[config.mk]
export PLATFORM = sky130hd
export DESIGN_NAME = audio_tone_sequencer
export DESIGN_NICKNAME = d
export VERILOG_FILES = /design/src/rtl/audio_tone_sequencer.sv
export SDC_FILE = /design/constraint.sdc
export NUM_CORES = 2
export LEC_CHECK = 0
export ABC_AREA = 1
export CAP_MARGIN = 20
export CORE_ASPECT_RATIO = 1.5
export CORE_MARGIN = 1
export CORE_UTILIZATION = 25
export DETAILED_ROUTE_END_ITERATION = 10
export PLACE_DENSITY = 0.39
export REMOVE_ABC_BUFFERS = 1
export SKIP_CTS_REPAIR_TIMING = 1
export SYNTH_ARGS = -nofsm -noshare
export SYNTH_HDL_FRONTEND = slang
export SYNTH_SLANG_ARGS = --single-unit
[constraint.sdc]
create_clock -name clk -period 1.9 [get_ports clk]
set_input_delay 0.285 -clock clk [delete_from_list [all_inputs] [get_ports clk]]
set_output_delay 0.285 -clock clk [all_outputs]
set_load 0.01 [all_outputs]
[src/rtl/audio_tone_sequencer.sv]
// ============================================================================
// Module   : audio_tone_sequencer
// Purpose  : Note-table tone sequencer feeding one channel's period and mute.
//            Optional build macro AUDSEQ_LOOP_EN adds a `loop` input.
// Revision : 1.0 - initial release
// ============================================================================
`default_nettype none

module audio_tone_sequencer #(
    parameter int ADDR_W      = 6,
    parameter int DUR_W       = 8,
    parameter int TICK_CYCLES = 25000
) (
    input  logic                  clk,
    input  logic                  resetn,
    input  logic                  wr_en,
    input  logic [ADDR_W-1:0]     wr_addr,
    input  logic [16+DUR_W-1:0]   wr_data,
    input  logic                  start,
    input  logic [ADDR_W-1:0]     start_addr,
    input  logic                  stop,
`ifdef AUDSEQ_LOOP_EN
    input  logic                  loop,
`endif
    output logic [15:0]           period,
    output logic                  mute,
    output logic                  busy,
    output logic                  done
);

    localparam int c_DEPTH  = 1 << ADDR_W;
    localparam int c_TICK_W = (TICK_CYCLES > 1) ? $clog2(TICK_CYCLES) : 1;
    localparam logic [c_TICK_W-1:0] c_TICK_LAST = c_TICK_W'(TICK_CYCLES - 1);

    typedef enum logic [1:0] {
        S_IDLE   = 2'd0,
        S_FETCH  = 2'd1,
        S_DECODE = 2'd2,
        S_PLAY   = 2'd3
    } state_t;

    state_t                r_state, w_state_nxt;
    logic [ADDR_W-1:0]     r_addr, w_addr_nxt;
    logic [c_TICK_W-1:0]   r_tick, w_tick_nxt;
    logic [DUR_W-1:0]      r_dcnt, w_dcnt_nxt;
    logic [DUR_W-1:0]      r_dur, w_dur_nxt;
    logic [15:0]           r_period, w_period_nxt;
    logic                  r_mute, w_mute_nxt;
    logic                  r_done, w_done_nxt;

    logic [16+DUR_W-1:0]   r_mem [c_DEPTH];
    logic [16+DUR_W-1:0]   r_rd_data;
    logic [15:0]           w_ent_period;
    logic [DUR_W-1:0]      w_ent_dur;
    logic [DUR_W-1:0]      w_dcnt_inc;
    logic                  w_loop;
    logic [ADDR_W-1:0]     w_loop_addr;

    // Read-first RAM: a same-address write lands after the read samples old data
    always_ff @(posedge clk) begin
        if (wr_en) begin
            r_mem[wr_addr] <= wr_data;
        end
        r_rd_data <= r_mem[r_addr];
    end

    assign w_ent_period = r_rd_data[16+DUR_W-1:DUR_W];
    assign w_ent_dur    = r_rd_data[DUR_W-1:0];
    assign w_dcnt_inc   = r_dcnt + 1'b1;

`ifdef AUDSEQ_LOOP_EN
    logic [ADDR_W-1:0] r_start_addr;

    always_ff @(posedge clk or negedge resetn) begin
        if (!resetn) begin
            r_start_addr <= '0;
        end else if (start && !stop) begin
            r_start_addr <= start_addr;
        end
    end

    assign w_loop      = loop;
    assign w_loop_addr = r_start_addr;
`else
    assign w_loop      = 1'b0;
    assign w_loop_addr = '0;
`endif

    always_comb begin
        w_state_nxt  = r_state;
        w_addr_nxt   = r_addr;
        w_tick_nxt   = r_tick;
        w_dcnt_nxt   = r_dcnt;
        w_dur_nxt    = r_dur;
        w_period_nxt = r_period;
        w_mute_nxt   = r_mute;
        w_done_nxt   = 1'b0;

        // stop beats a simultaneous start; in IDLE it is a no-op
        if (stop && (r_state != S_IDLE)) begin
            w_state_nxt  = S_IDLE;
            w_period_nxt = 16'h0000;
            w_mute_nxt   = 1'b1;
            w_done_nxt   = 1'b1;
        end else if (start && !stop) begin
            w_state_nxt = S_FETCH;
            w_addr_nxt  = start_addr;
        end else begin
            case (r_state)
                S_IDLE: begin
                    w_period_nxt = 16'h0000;
                    w_mute_nxt   = 1'b1;
                end
                S_FETCH: begin
                    w_state_nxt = S_DECODE;
                end
                S_DECODE: begin
                    if (w_ent_dur == '0) begin
                        if (w_loop) begin
                            w_addr_nxt  = w_loop_addr;
                            w_state_nxt = S_FETCH;
                        end else begin
                            w_state_nxt  = S_IDLE;
                            w_period_nxt = 16'h0000;
                            w_mute_nxt   = 1'b1;
                            w_done_nxt   = 1'b1;
                        end
                    end else begin
                        w_period_nxt = w_ent_period;
                        w_mute_nxt   = (w_ent_period == 16'h0000);
                        w_dur_nxt    = w_ent_dur;
                        w_tick_nxt   = '0;
                        w_dcnt_nxt   = '0;
                        w_addr_nxt   = r_addr + 1'b1;
                        w_state_nxt  = S_PLAY;
                    end
                end
                S_PLAY: begin
                    if (r_tick == c_TICK_LAST) begin
                        w_tick_nxt = '0;
                        w_dcnt_nxt = w_dcnt_inc;
                        if (w_dcnt_inc == r_dur) begin
                            w_state_nxt = S_FETCH;
                        end
                    end else begin
                        w_tick_nxt = r_tick + 1'b1;
                    end
                end
                default: begin
                    w_state_nxt = S_IDLE;
                end
            endcase
        end
    end

    always_ff @(posedge clk or negedge resetn) begin
        if (!resetn) begin
            r_state  <= S_IDLE;
            r_addr   <= '0;
            r_tick   <= '0;
            r_dcnt   <= '0;
            r_dur    <= '0;
            r_period <= 16'h0000;
            r_mute   <= 1'b1;
            r_done   <= 1'b0;
        end else begin
            r_state  <= w_state_nxt;
            r_addr   <= w_addr_nxt;
            r_tick   <= w_tick_nxt;
            r_dcnt   <= w_dcnt_nxt;
            r_dur    <= w_dur_nxt;
            r_period <= w_period_nxt;
            r_mute   <= w_mute_nxt;
            r_done   <= w_done_nxt;
        end
    end

    assign period = r_period;
    assign mute   = r_mute;
    assign done   = r_done;
    assign busy   = (r_state != S_IDLE);

endmodule

`default_nettype wire

==> out/qor.txt <==
Clk root buf: clkbuf_16
Worst Setup End Kind: flop
DP Area: 74,600 µm²
Finish-stage setup viols: 24
Peak supply drop: 0.000704 V
Netlist Area Pre-Place: 64,700 µm²
Worst slack, placed: -0.712 ns
LEAKAGE: 29.0 nW
DRC: 0
Netlist cell types: 35
Largest net degree at the start of global routing: 65
Utilization after layout: 31.9%
DRT iter0 DRCs: 2,991
Full die area: 261,000 µm²
Slew of the pin with the lowest slew margin: 0.862 ns
Min cycle time layout: 2.23 ns
Cell area after layout: 82,100 µm²
DR WL/cell: 23.9 µm
GRT Total Usage: 16.4%
Clock Path Buffers: 4
Critical path type: reg -> reg
Global-route wire length before repair: 312,000 µm
CP Launch Type: flop
Total negative setup slack: -5.48 ns
HPWL after detailed placement: 142,000 µm
Width of the die: 417 µm
Max-cap violations: 0
RR Startpoint: r_addr[0]$_DFFE_PN0P_
Async SR Flop Fraction: 3.53%
ANT nets after route: 0
Die height: 625 µm
Antenna violations before repair: 3
CP Max Fanout: 14
Fin worst setup slack: -0.325 ns
Clk sinks: 1,617
Mapped Avg Cell Area: 11.9 µm²
Failing checks: negative setup slack
Sequential element share of the synthesized area: 74.2%
Skew-Pair Late Insertion Delay: 0.83 ns
RSZ-0062 raised after global routing: yes
Final net count: 5,945
IO Port Bufs: 59
Syn. warnings: 0
Arr. time, crit path: 2.91 ns
Worst rel slew slack: 42.6%
Synth top area share: 71.3%
Routed WL: 226,000 µm
Vias in the first global route: 42.9k
CTS buffer count: 168
Area grow syn2layout: 26.9%
Worst r2r dst: r_rd_data[8]$_DFF_P_
Initial Util: 25.1%
Rows: 228
Post-synth EDFFs: 1,536
F_max: 449 MHz
IO Count: 60
Fin Clk Skew: 0.0497 ns
Final period util: 117%
#FFs+latches synth: 1,617
Flop2flop setup slack: -0.33 ns
Overflow after GRT: 0
Post-synth top area cell: edfxtp_1
Area of the multi-input gates: 15,400 µm²
Final Hold Viols: 0
HP Class: in -> async
Design Power: 104 mW
Vias per cell: 4.53
Status: finished with violations
CTS clk-pin slew, worst paths: 0.06 ns
Share of layout cells above drive strength 1: 17.3%
Final Max Slew Viols: 0
Sequential Area: 48,000 µm²
# fillers: 25.9k
DRT Pass-1 Iters: 5
PD cells: 1270 nW/µm²
Required time of the worst setup path: 2.59 ns
H-tree depth: 4
Hold_ws: 0.0125 ns
Post-Syn Instances: 5,420
Routability cong.: 0.791
CTS tree: yes
Placed Instances: 9,097
Final Non-Filler Cells: 9,475
Top cells by area, synth: edfxtp_1, nand2_1, o21ai_0, nor2_1, a21oi_1
Worst Reg-to-Reg Cells: 12
Top_reg_cell synth: edfxtp_1
Core Area: 257,000 µm²
Vias post-DR: 42.9k
## cell families after synthesis
kind of cell	synth area share, %
XOR/XNOR	0.162
adder cells (fa/ha/maj)	0.0580
AO/OA/AOI/OAI	8.62
AND/OR/NAND/NOR	13.5
buffers and inverters	3.41
flip-flops	74.2
## metal layers
layer | share of wire, % | global-route usage [%] | vias to the layer above
met3 | 3.0 | 1.57 | 242
met4 | 2.2 | 3.96 | 0
met5 | 0 | 0 | -
li1 | - | - | 20136
met1 | 40 | 19.1 | 21763
met2 | 55 | 31.7 | 741
## layout by cell type (no fill, tap or decap), types with 69 or more instances in the layout
| cell | synthesis | final |
|---|---|---|
| a21oi_1 | 388 | 369 |
| buf_12 | 0 | 194 |
| buf_4 | 34 | 275 |
| clkbuf_16 | 0 | 198 |
| edfxtp_1 | 1536 | 1536 |
| inv_1 | 189 | 186 |
| nand2_1 | 1350 | 1289 |
| nand3_1 | 209 | 164 |
| nor2_1 | 541 | 472 |
| nor3_1 | 78 | 69 |
| o21ai_0 | 484 | 447 |
| o22ai_1 | 178 | 175 |
## critical path, cell delays in order, from the launching register on
cell      delay (ns)
dfrtp_4         0.52
clkinv_8        0.16
buf_16          0.20
buf_16          0.16
buf_12          0.15
nand2_1         0.05
a21oi_1         0.06
nor3_2          0.35
nand2_1         0.12
nand3_2         0.11
nand2_4         0.08
nand2_2         0.07
nand2_2         0.05
## final cells by class
type | instances | area share [%]
flip-flops and latches | 1617 | 58.5
multi-input cells | 3289 | 18.8
repair buffers | 631 | 10.2
clock buffers | 230 | 5.63
well taps | 3450 | 5.26
inverters | 194 | 0.939
clock inverters | 60 | 0.616
diodes | 4 | 0.0122
## worst max-delay path by stage
stage,start,to,slack (ns),depth (start not counted)
2_1_floorplan,r_addr[0]$_DFFE_PN0P_,r_rd_data[10]$_DFF_P_,-31.74,9
6_report,r_addr[0]$_DFFE_PN0P_,r_rd_data[8]$_DFF_P_,-0.33,12
4_1_cts,r_addr[1]$_DFFE_PN0P_,r_rd_data[6]$_DFF_P_,-0.77,11
3_5_place_dp,r_addr[1]$_DFFE_PN0P_,r_rd_data[6]$_DFF_P_,-0.71,11
5_1_grt,r_addr[1]$_DFFE_PN0P_,r_rd_data[13]$_DFF_P_,-0.36,12
3_3_place_gp,r_addr[1]$_DFFE_PN0P_,r_rd_data[6]$_DFF_P_,-0.71,11
## registers in the layout, summed over array words and instances (netlist names)
signal	flops
r_rd_data	24
r_mem	1536
r_dur	8
r_tick	15
mute	1
done	1
period	16
r_state	2
r_dcnt	8
r_addr	6
## power breakdown
group          switching (mW)  internal (mW)
registers               0.999           39.7
clock network            14.0           18.1
logic                    19.8           11.5
total                    34.8           69.3
## Yosys cell counts (12+ instances only)
cell type / instances
buf_2: 94
o22ai_1: 178
clkbuf_1: 176
dfrtp_1: 56
nor2_1: 541
nand3_1: 209
nand2_1: 1350
a21oi_1: 388
dfxtp_1: 24
nor3_1: 78
inv_1: 189
buf_4: 34
edfxtp_1: 1536
o21ai_0: 484
nand4_1: 14
nor4_1: 12
(Power assumes the default switching activity.)
